[src/rtl/mixed_radix_counter.sv]
// rtl/mixed_radix_counter.sv - multi-digit mixed-radix up/down counter with load clamp and optional limit
module mixed_radix_counter #(
  parameter int N_DIGITS = 4,
  parameter int DIGIT_W  = 4,
  parameter logic [8*N_DIGITS-1:0] MODULI = 32'h060A_060A,
  parameter int LIMIT_EN = 0,
  parameter logic [N_DIGITS*DIGIT_W-1:0] LIMIT = '0
) (
  input  logic                          clk,
  input  logic                          rst,
  input  logic                          en,
  input  logic                          dir,
  input  logic                          load,
  input  logic [N_DIGITS*DIGIT_W-1:0]   load_value,
  output logic [N_DIGITS*DIGIT_W-1:0]   value,
  output logic [N_DIGITS-1:0]           digit_wrap,
  output logic                          wrap,
  output logic                          at_zero
);

  localparam int W = N_DIGITS * DIGIT_W;

  logic [W-1:0]        nxt_value;
  logic [W-1:0]        clamped;
  logic [N_DIGITS-1:0] nxt_dwrap;
  logic                nxt_wrap;
  logic                chain;
  logic [DIGIT_W:0]    m1;
  logic [DIGIT_W-1:0]  d;

  always_comb begin
    nxt_value = value;
    nxt_dwrap = '0;
    nxt_wrap  = 1'b0;
    clamped   = '0;
    chain     = 1'b1;
    m1        = '0;
    d         = '0;
    if (load) begin
      for (int i = 0; i < N_DIGITS; i++) begin
        m1 = (DIGIT_W+1)'(MODULI[8*i +: 8] - 8'd1);
        d  = load_value[DIGIT_W*i +: DIGIT_W];
        clamped[DIGIT_W*i +: DIGIT_W] = ({1'b0, d} > m1) ? m1[DIGIT_W-1:0] : d;
      end
      // Packed digits compare numerically in most-significant-digit-first order.
      nxt_value = (LIMIT_EN != 0 && clamped > LIMIT) ? LIMIT : clamped;
    end else if (en) begin
      if (LIMIT_EN != 0 && !dir && value == LIMIT) begin
        nxt_value = '0;
        nxt_wrap  = 1'b1;
        for (int i = 0; i < N_DIGITS; i++)
          nxt_dwrap[i] = (value[DIGIT_W*i +: DIGIT_W] != '0);
      end else if (LIMIT_EN != 0 && dir && value == '0) begin
        nxt_value = LIMIT;
        nxt_wrap  = 1'b1;
        for (int i = 0; i < N_DIGITS; i++)
          nxt_dwrap[i] = (LIMIT[DIGIT_W*i +: DIGIT_W] != '0);
      end else begin
        // chain is the carry (up) or borrow (down) rippling through all digits this cycle.
        for (int i = 0; i < N_DIGITS; i++) begin
          m1 = (DIGIT_W+1)'(MODULI[8*i +: 8] - 8'd1);
          d  = value[DIGIT_W*i +: DIGIT_W];
          if (chain) begin
            if (!dir) begin
              if ({1'b0, d} == m1) begin
                nxt_value[DIGIT_W*i +: DIGIT_W] = '0;
                nxt_dwrap[i] = 1'b1;
              end else begin
                nxt_value[DIGIT_W*i +: DIGIT_W] = d + 1'b1;
                chain = 1'b0;
              end
            end else begin
              if (d == '0) begin
                nxt_value[DIGIT_W*i +: DIGIT_W] = m1[DIGIT_W-1:0];
                nxt_dwrap[i] = 1'b1;
              end else begin
                nxt_value[DIGIT_W*i +: DIGIT_W] = d - 1'b1;
                chain = 1'b0;
              end
            end
          end
        end
        nxt_wrap = chain;
      end
    end
  end

  always_ff @(posedge clk) begin
    if (rst) begin
      value      <= '0;
      digit_wrap <= '0;
      wrap       <= 1'b0;
      at_zero    <= 1'b1;
    end else begin
      value      <= nxt_value;
      digit_wrap <= nxt_dwrap;
      wrap       <= nxt_wrap;
      at_zero    <= (nxt_value == '0);
    end
  end

endmodule
[config.mk]
export PLATFORM = sky130hd
export DESIGN_NAME = mixed_radix_counter
export DESIGN_NICKNAME = d
export VERILOG_FILES = /design/src/rtl/mixed_radix_counter.sv
export SDC_FILE = /design/constraint.sdc
export NUM_CORES = 1
export LEC_CHECK = 0
export ABC_AREA = 1
export CORE_MARGIN = 8
export CORE_UTILIZATION = 35
export CTS_CLUSTER_SIZE = 8
export DETAILED_ROUTE_END_ITERATION = 10
export MAX_ROUTING_LAYER = met4
export PLACE_DENSITY = 0.65
export SYNTH_ARGS = -nofsm -noshare
export SYNTH_HDL_FRONTEND = slang
export SYNTH_SLANG_ARGS = --single-unit
[constraint.sdc]
create_clock -name clk -period 1.5 [get_ports clk]
set_input_delay 0.225 -clock clk [delete_from_list [all_inputs] [get_ports clk]]
set_output_delay 0.225 -clock clk [all_outputs]
set_load 0.05 [all_outputs]
==> metrics.md, run 1 <==
| Metric | Value |
|---|---|
| Status | complete, but fails checks |
| Violated checks | negative setup slack |
| Total vias in the final route | 2,178 |
| # DRC | 0 |
| TritonCTS Buffers | 3 |
| Clock tree from TritonCTS | built |
| Count of H-tree levels built during CTS | 1 |
| Period utilization | 113% |
| Startpoint class of the critical path | primary input |
| Share of final-layout standard cells stronger than drive strength 1 | 37.7% |
| Worst EP required | 1.72 ns |
| Cell Rows | 25 |
| Die boundary width | 84.9 um |
| Buffers plus inverters on the worst setup path | 3 |
| Overflow after GRT | 0 |
| Total Routing Usage GR | 15.9% |
| Wire length reported by the detailed router | 5370 um |
| Top routing layer in use | met4 |
| Initial drt markers | 127 |
| Fraction of power spent switching nets | 37.7% |
| First-pass GRT wire length | 9170 um |
| Pin count of the biggest net entering global routing | 20 |
| Pwr/cell area | 655 nW/um^2 |
| Worst clock skew on the final layout | 0.00651 ns |
| Leakage Power | 1.45 nW |
| Final critical path time including I/O delays and setup | 1.70 ns |
| Internal power consumption | 1.19 mW |
| Avg Cell Area, Syn | 5.69 um^2 |
| ANT nets after route | 0 |
| Most common cell after layout, fill and taps aside | nand2_1 |
| Number of optimization iterations in the first detailed-route pass | 4 |
| Proportion of power drawn by flip-flops and latches | 33.2% |
| Normalized max-slew margin | 72.9% |
| Crit path arrival time | 1.92 ns |
| Max frequency | 589 MHz |
| Number of unique standard cell types used by synthesis | 28 |
| Detailed-placement wirelength estimate | 4170 um |
| Length of routed met3 wiring | 205 um |
| Number of antenna violations at the first check in global routing | 0 |
| Sequential-to-total area share from yosys stat | 25.3% |
| Via count of the first global-routing pass | 2,088 |
| Crit Path Class | primary input to flip-flop |
| M1 wire length | 2360 um |
| Placed Instances | 434 |
| ANT cells | 0 |
| Largest stage delay, worst path | 0.52 ns |
| Total core area | 4660 um^2 |
| Clock tree buffer depth | 2 |
| TritonCTS Sinks | 21 |
| Growth of design area from synthesis to finish | 75.2% |
| Post-route worst setup slack | -0.197 ns |
| Total met2 wirelength after detailed routing | 2690 um |
| Leading cell types in the layout, fill and taps excluded | nand2_1, buf_4, nand3_1 |
| Net switching power figure | 0.720 mW |
| Slew of the pin with the lowest slew margin | 0.402 ns |
| Mapped cell area | 1660 um^2 |
| Total cell area at the placement stage | 2690 um^2 |
| Crit end category | flip-flop |
| Crit Path Max Fanout | 8 |
| Final setup TNS | -0.322 ns |
| Starting utilization of the core area | 35.7% |
| Number of hold-slack violations in the final timing report | 0 |
| Mean number of vias per cell | 4.91 |
| Average wire length per cell after detail routing | 12.1 um |
| Clk pwr share | 21.0% |
| Buffers on Ports | 42 |
| Worst hold-check path type | primary input to flip-flop |
| Library cell used as clock root buffer | clkbuf_8 |
| Final count of negative-setup-slack endpoints | 5 |
| # IOs | 43 |
| Final cell count without fillers | 444 |
| Vertical die dimension | 84.9 um |
| CP dominant cell by count | nand2_1 |
| Yosys warns | 0 |
| Combinational power share | 45.7% |
| Clock latency on the worst-skew pair | 0.27 ns |
| Final Cell Area | 2910 um^2 |
| CTS clock-pin slew for the worst setup and hold paths | 0.09 ns |
| Synthesized instance count | 292 |
| Routability congestion estimate | 0.917 |
| Unrepaired setup endpoints after global routing | true |
| Cell family contributing the most delay on the critical path | simple AND/OR/NAND/NOR gates |
| Synth Net Count | 313 |
| Flop and latch count out of synthesis | 21 |
| Peak supply drop | 0.385 mV |
| Final #Nets | 412 |
| Area of the die | 7210 um^2 |
| Count of pins over their slew limit | 0 |
| Critical Path Slowest Stage Cell | clkdlybuf4s50_1 |
| Worst path cell trace | clkdlybuf4s50_1 -> buf_6 -> nand2_2 -> nand3_4 -> buf_4 -> nand2_1 -> nand3_1 -> nand3_1 -> nor2_1 -> nand2_1 -> nor2_1 -> nand2_1 -> nand2_1 |
| Max-cap check violation count | 0 |
## power groups by stage
stage	Clock [mW]	Sequential, mW	Combinational (mW)
floorplan	0	0.743	0.309
global placement	0	0.641	0.800
detailed placement	0	0.641	0.808
CTS	0.411	0.629	0.829
global route	0.443	0.640	0.951
finish	0.402	0.634	0.873
## synthesized netlist by cell type (all sizes together)
library cell / n / share of area [%]
a2111o: 1 / 0.68
a21oi: 20 / 6.0
and2: 1 / 0.38
buf: 9 / 3.0
clkbuf: 1 / 0.23
dfxtp: 21 / 25
inv: 33 / 7.4
nand2: 91 / 22
nand3: 45 / 15
nand3b: 2 / 0.90
nand4: 1 / 0.38
nor2: 45 / 12
nor3: 5 / 1.5
o21ai: 13 / 3.9
o22ai: 1 / 0.38
o31ai: 1 / 0.45
or2: 1 / 0.38
xor2: 1 / 0.53
## repair_timing
action	in CTS	in global routing
buffers inserted	3	3
pin swaps	2	15
cloned	1	0
gates resized for setup	6	31
hold buffers	0	0
setup endpoints to repair	9	17
## registers in the layout (all words and copies together), names as in the netlist
name	cells
value	16
digit_wrap	4
at_zero	1
## logic make-up after synthesis
kind of cell	Yosys count	share of synthesized area [%]
buffers and inverters	43	10.7
XOR/XNOR	1	0.527
AO/OA/AOI/OAI	36	11.4
AND/OR/NAND/NOR	191	52.1
flip-flops	21	25.3
## area by class of cell
class	count	area (um^2)
inverter	33	129
tap	54	67.6
clock inverter	1	5.00
fill	440	1750
sequential	21	452
timing repair buffer	103	1040
clock buffer	3	41.3
multi-input combinational	229	1180
## metrics by stage
| stage | power (mW) | hold WS [ns] | setup slack, ns | utilization, % |
|---|---|---|---|---|
| after floorplan | 1.05 | 0.309 | -0.0776 | - |
| after global placement | 1.44 | 0.588 | -0.523 | 57.8 |
| after detailed placement | 1.45 | 0.595 | -0.524 | 57.8 |
| after CTS | 1.87 | 0.569 | -0.188 | 59.9 |
| after global routing | 2.03 | 0.594 | -0.314 | 62.5 |
| final | 1.91 | 0.569 | -0.197 | 62.5 |
## metal layers
metal  vias up  track usage [%]
li1       1138                -
met3         9             2.99
met1       985             17.4
met2        46             27.3
met4         0             7.28
met5         -                -
## tightest hold or removal path: stages
cell and delay (ns):
clkdlybuf4s50_1 0.41, nand3_1 0.10, a21oi_1 0.07
## worst paths after layout
path / startpoint / to / slack [ns] / cells after the start
min reg2reg: value[8] / value[8] / 0.62 / 4
max: dir / at_zero / -0.20 / 13
max reg2reg: value[2] / at_zero / -0.17 / 13
min: load_value[10] / value[10] / 0.57 / 3
(Power assumes the default switching activity.)
==> run 2: changes to the inputs <==
CAP_MARGIN = 20   (was not set)
==> results of run 2 <==
Same layout as run 1: the final DEF is identical, and so are final timing and power.
==> run 3: changes to the inputs <==
ABC_CLOCK_PERIOD_IN_PS = 1500   (was not set)
CAP_MARGIN = 30   (was 20)
SKIP_LAST_GASP = 1   (was not set)
==> run 3 against run 2 <==
- the flow still finishes with violations (negative setup slack)
- register-to-register slack about the same
- critical path depth is the same
- sequential cell count stayed put
- sequential share of layout area rose by 0.094 points
- global-route usage stayed put
- clock power hardly changed
- critical endpoint unchanged
- largest cell class unchanged
==> metrics.md, run 3 (synthesis gave the netlist of run 1 again) <==
| Metric | Value |
|---|---|
| Final Cell Area | 2900 um^2 (-0.60%) |
| Cell Rows | 25 (unchanged) |
| First-pass GRT wire length | 9170 um (unchanged) |
| Leakage Power | 1.44 nW (-0.25%) |
| Final #Nets | 412 (unchanged) |
| Combinational power share | 45.6% (about the same) |
| ANT nets after route | 0 (unchanged) |
| Fill cell total of the finished layout | 441 (+0.23%) |
| Total vias in the final route | 2,166 (-0.55%) |
| Overflow after GRT | 0 (unchanged) |
| Max-cap check violation count | 0 (unchanged) |
| Net switching power figure | 0.715 mW (-0.67%) |
| Clock tree from TritonCTS | built |
| Violated checks | negative setup slack |
| Mean number of vias per cell | 4.88 (-0.55%) |
| Cell family contributing the most delay on the critical path | simple AND/OR/NAND/NOR gates |
| Number of antenna violations at the first check in global routing | 0 (unchanged) |
| Count of pins over their slew limit | 0 (unchanged) |
| Proportion of power drawn by flip-flops and latches | 33.3% (about the same) |
| Die boundary width | 84.9 um (unchanged) |
| ANT cells | 0 (unchanged) |
| Largest regs | value (16), digit_wrap (4), at_zero (1) |
| Fraction of power spent switching nets | 37.6% (-0.083 points) |
| Internal power consumption | 1.19 mW (-0.31%) |
| TritonCTS Buffers | 3 (unchanged) |
| Hold buffers post-CTS | 0 (unchanged) |
| Initial drt markers | 120 (-5.5%) |
| Overall power | 1.90 mW (-0.44%) |
| Share of final-layout standard cells stronger than drive strength 1 | 37.2% (-0.51 points) |
| Period utilization | 114% (+0.58 points) |
| TritonCTS Sinks | 21 (unchanged) |
| Library cell used as clock root buffer | clkbuf_8 |
| Leading cell types in the layout, fill and taps excluded | nand2_1, buf_4, nand3_1 |
| Normalized max-slew margin | 72.9% (about the same) |
| Wire length reported by the detailed router | 5350 um (-0.37%) |
| Pwr/cell area | 656 nW/um^2 (+0.16%) |
| Worst hold-check path type | primary input to flip-flop |
| Critical hold path startpoint | load_value[10] |
| Growth of design area from synthesis to finish | 74.1% |
| Vertical die dimension | 84.9 um (unchanged) |
| # DRC | 0 (unchanged) |
| Buffers plus inverters on the worst setup path | 3 (unchanged) |
| # IOs | 43 (unchanged) |
| Crit end category | flip-flop |
| Detailed-placement wirelength estimate | 4170 um (unchanged) |
| Number of optimization iterations in the first detailed-route pass | 4 (unchanged) |
| Startpoint of the most critical setup path | dir |
| Final count of negative-setup-slack endpoints | 5 (unchanged) |
| Pin count of the biggest net entering global routing | 20 (unchanged) |
| Post-route worst setup slack | -0.205 ns (-0.00866 ns) |
| Count of H-tree levels built during CTS | 1 (unchanged) |
| Total cell area at the placement stage | 2690 um^2 (unchanged) |
| CP dominant cell by count | nand2_1 |
| Final critical path time including I/O delays and setup | 1.71 ns (+0.00866 ns) |
| Worst flop-to-flop path startpoint | value[2] |
| Routability congestion estimate | 0.917 (unchanged) |
| Via count of the first global-routing pass | 2,088 (unchanged) |
| Worst EP required | 1.72 ns (about the same) |
| Fin util | 62.1% (-0.38 points) |
| Clock latency on the worst-skew pair | 0.27 ns (about the same) |
| Startpoint class of the critical path | primary input |
| Starting utilization of the core area | 35.7% (unchanged) |
| Largest stage delay, worst path | 0.52 ns (about the same) |
| Dpl ws | -0.524 ns (unchanged) |
| Worst path cell trace | clkdlybuf4s50_1 -> buf_6 -> nand2_2 -> nand3_4 -> buf_4 -> nand2_1 -> nand3_1 -> nand3_1 -> nor2_1 -> nand2_1 -> nor2_1 -> nand2_1 -> nand2_1 |
| Status | complete, but fails checks |
| Buffers on Ports | 42 (unchanged) |
| Unrepaired setup endpoints after global routing | true |
| Clk pwr share | 21.1% (about the same) |
| Crit Path Max Fanout | 8 (unchanged) |
| Total core area | 4660 um^2 (unchanged) |
| Flip-flop count of the largest register after layout | 16 (unchanged) |
| Worst clock skew on the final layout | 0.00610 ns (-0.000407 ns) |
| Number of hold-slack violations in the final timing report | 0 (unchanged) |
| Most common cell after layout, fill and taps aside | nand2_1 |
| Crit path arrival time | 1.93 ns (about the same) |
| Clock tree buffer depth | 2 (unchanged) |
| Slew of the pin with the lowest slew margin | 0.402 ns (+0.000511 ns) |
| Peak supply drop | 0.385 mV (about the same) |
| Area of the die | 7210 um^2 (unchanged) |
| Average wire length per cell after detail routing | 12.0 um (-0.37%) |
| CTS clock-pin slew for the worst setup and hold paths | 0.09 ns (about the same) |
| Critical Path Slowest Stage Cell | clkdlybuf4s50_1 |
| Total Routing Usage GR | 15.9% (unchanged) |
| Crit Path Class | primary input to flip-flop |
| Max frequency | 586 MHz (-0.51%) |
| Register name with the most flops | value |
run 3: cell type report:
cell class | instances | area, um^2 | share of cell area (%)
multi-input cells | 229 | 1170 | 40.3
repair buffers | 103 | 1030 | 35.7
flip-flops and latches | 21 | 452 | 15.6
inverters | 33 | 129 | 4.45
well taps | 54 | 67.6 | 2.33
clock buffers | 3 | 41.3 | 1.43
clock inverters | 1 | 5.00 | 0.173
run 3: timing repair:
item | in CTS | in global routing
cloned | 1 | 0
setup buffers | 3 | 3
resized for setup | 6 | 26
pin swaps | 2 | 15
endpoints found under the setup margin | 9 | 17
run 3: through the flow:
step / hold WS (ns) / instances / setup TNS [ns]
floorplan: 0.309 / 292 / -0.0776
global placement: 0.588 / 434 / -4.73
detailed placement: 0.595 / 434 / -4.91
CTS: 0.569 / 442 / -0.405
global route: 0.594 / 444 / -1.25
finish: 0.569 / 444 / -0.374
run 3: worst paths after layout:
kind | to | slack [ns] | cells after the start
worst max register to register | at_zero | -0.17 | 13
worst min register to register | value[8] | 0.62 | 4
worst max-delay path | at_zero | -0.21 | 13
worst min-delay path | value[10] | 0.57 | 3
run 3: worst min-delay path, delay by kind of cell:
kind	cells	cell delay, ns
AND/OR/NAND/NOR	1	0.10
AO/OA/AOI/OAI	1	0.07
buffers and inverters	1	0.41
run 3: power groups by stage:
stage                     registers, mW  logic (mW)  clock network (mW)
after CTS                         0.629       0.829               0.411
after detailed placement          0.641       0.808                   0
after global placement            0.641       0.800                   0
after floorplan                   0.743       0.309                   0
after global routing              0.640       0.943               0.443
final                             0.634       0.866               0.401
run 3: layer usage:
layer | track usage, % | routed length (um) | share of wire, % | vias up
li1 | - | - | - | 1140
met1 | 17.4 | 2340 | 44 | 970
met2 | 27.3 | 2680 | 50 | 47
met3 | 2.99 | 216 | 4.0 | 9
met4 | 7.28 | 112 | 2.1 | 0
met5 | - | 0 | 0 | -
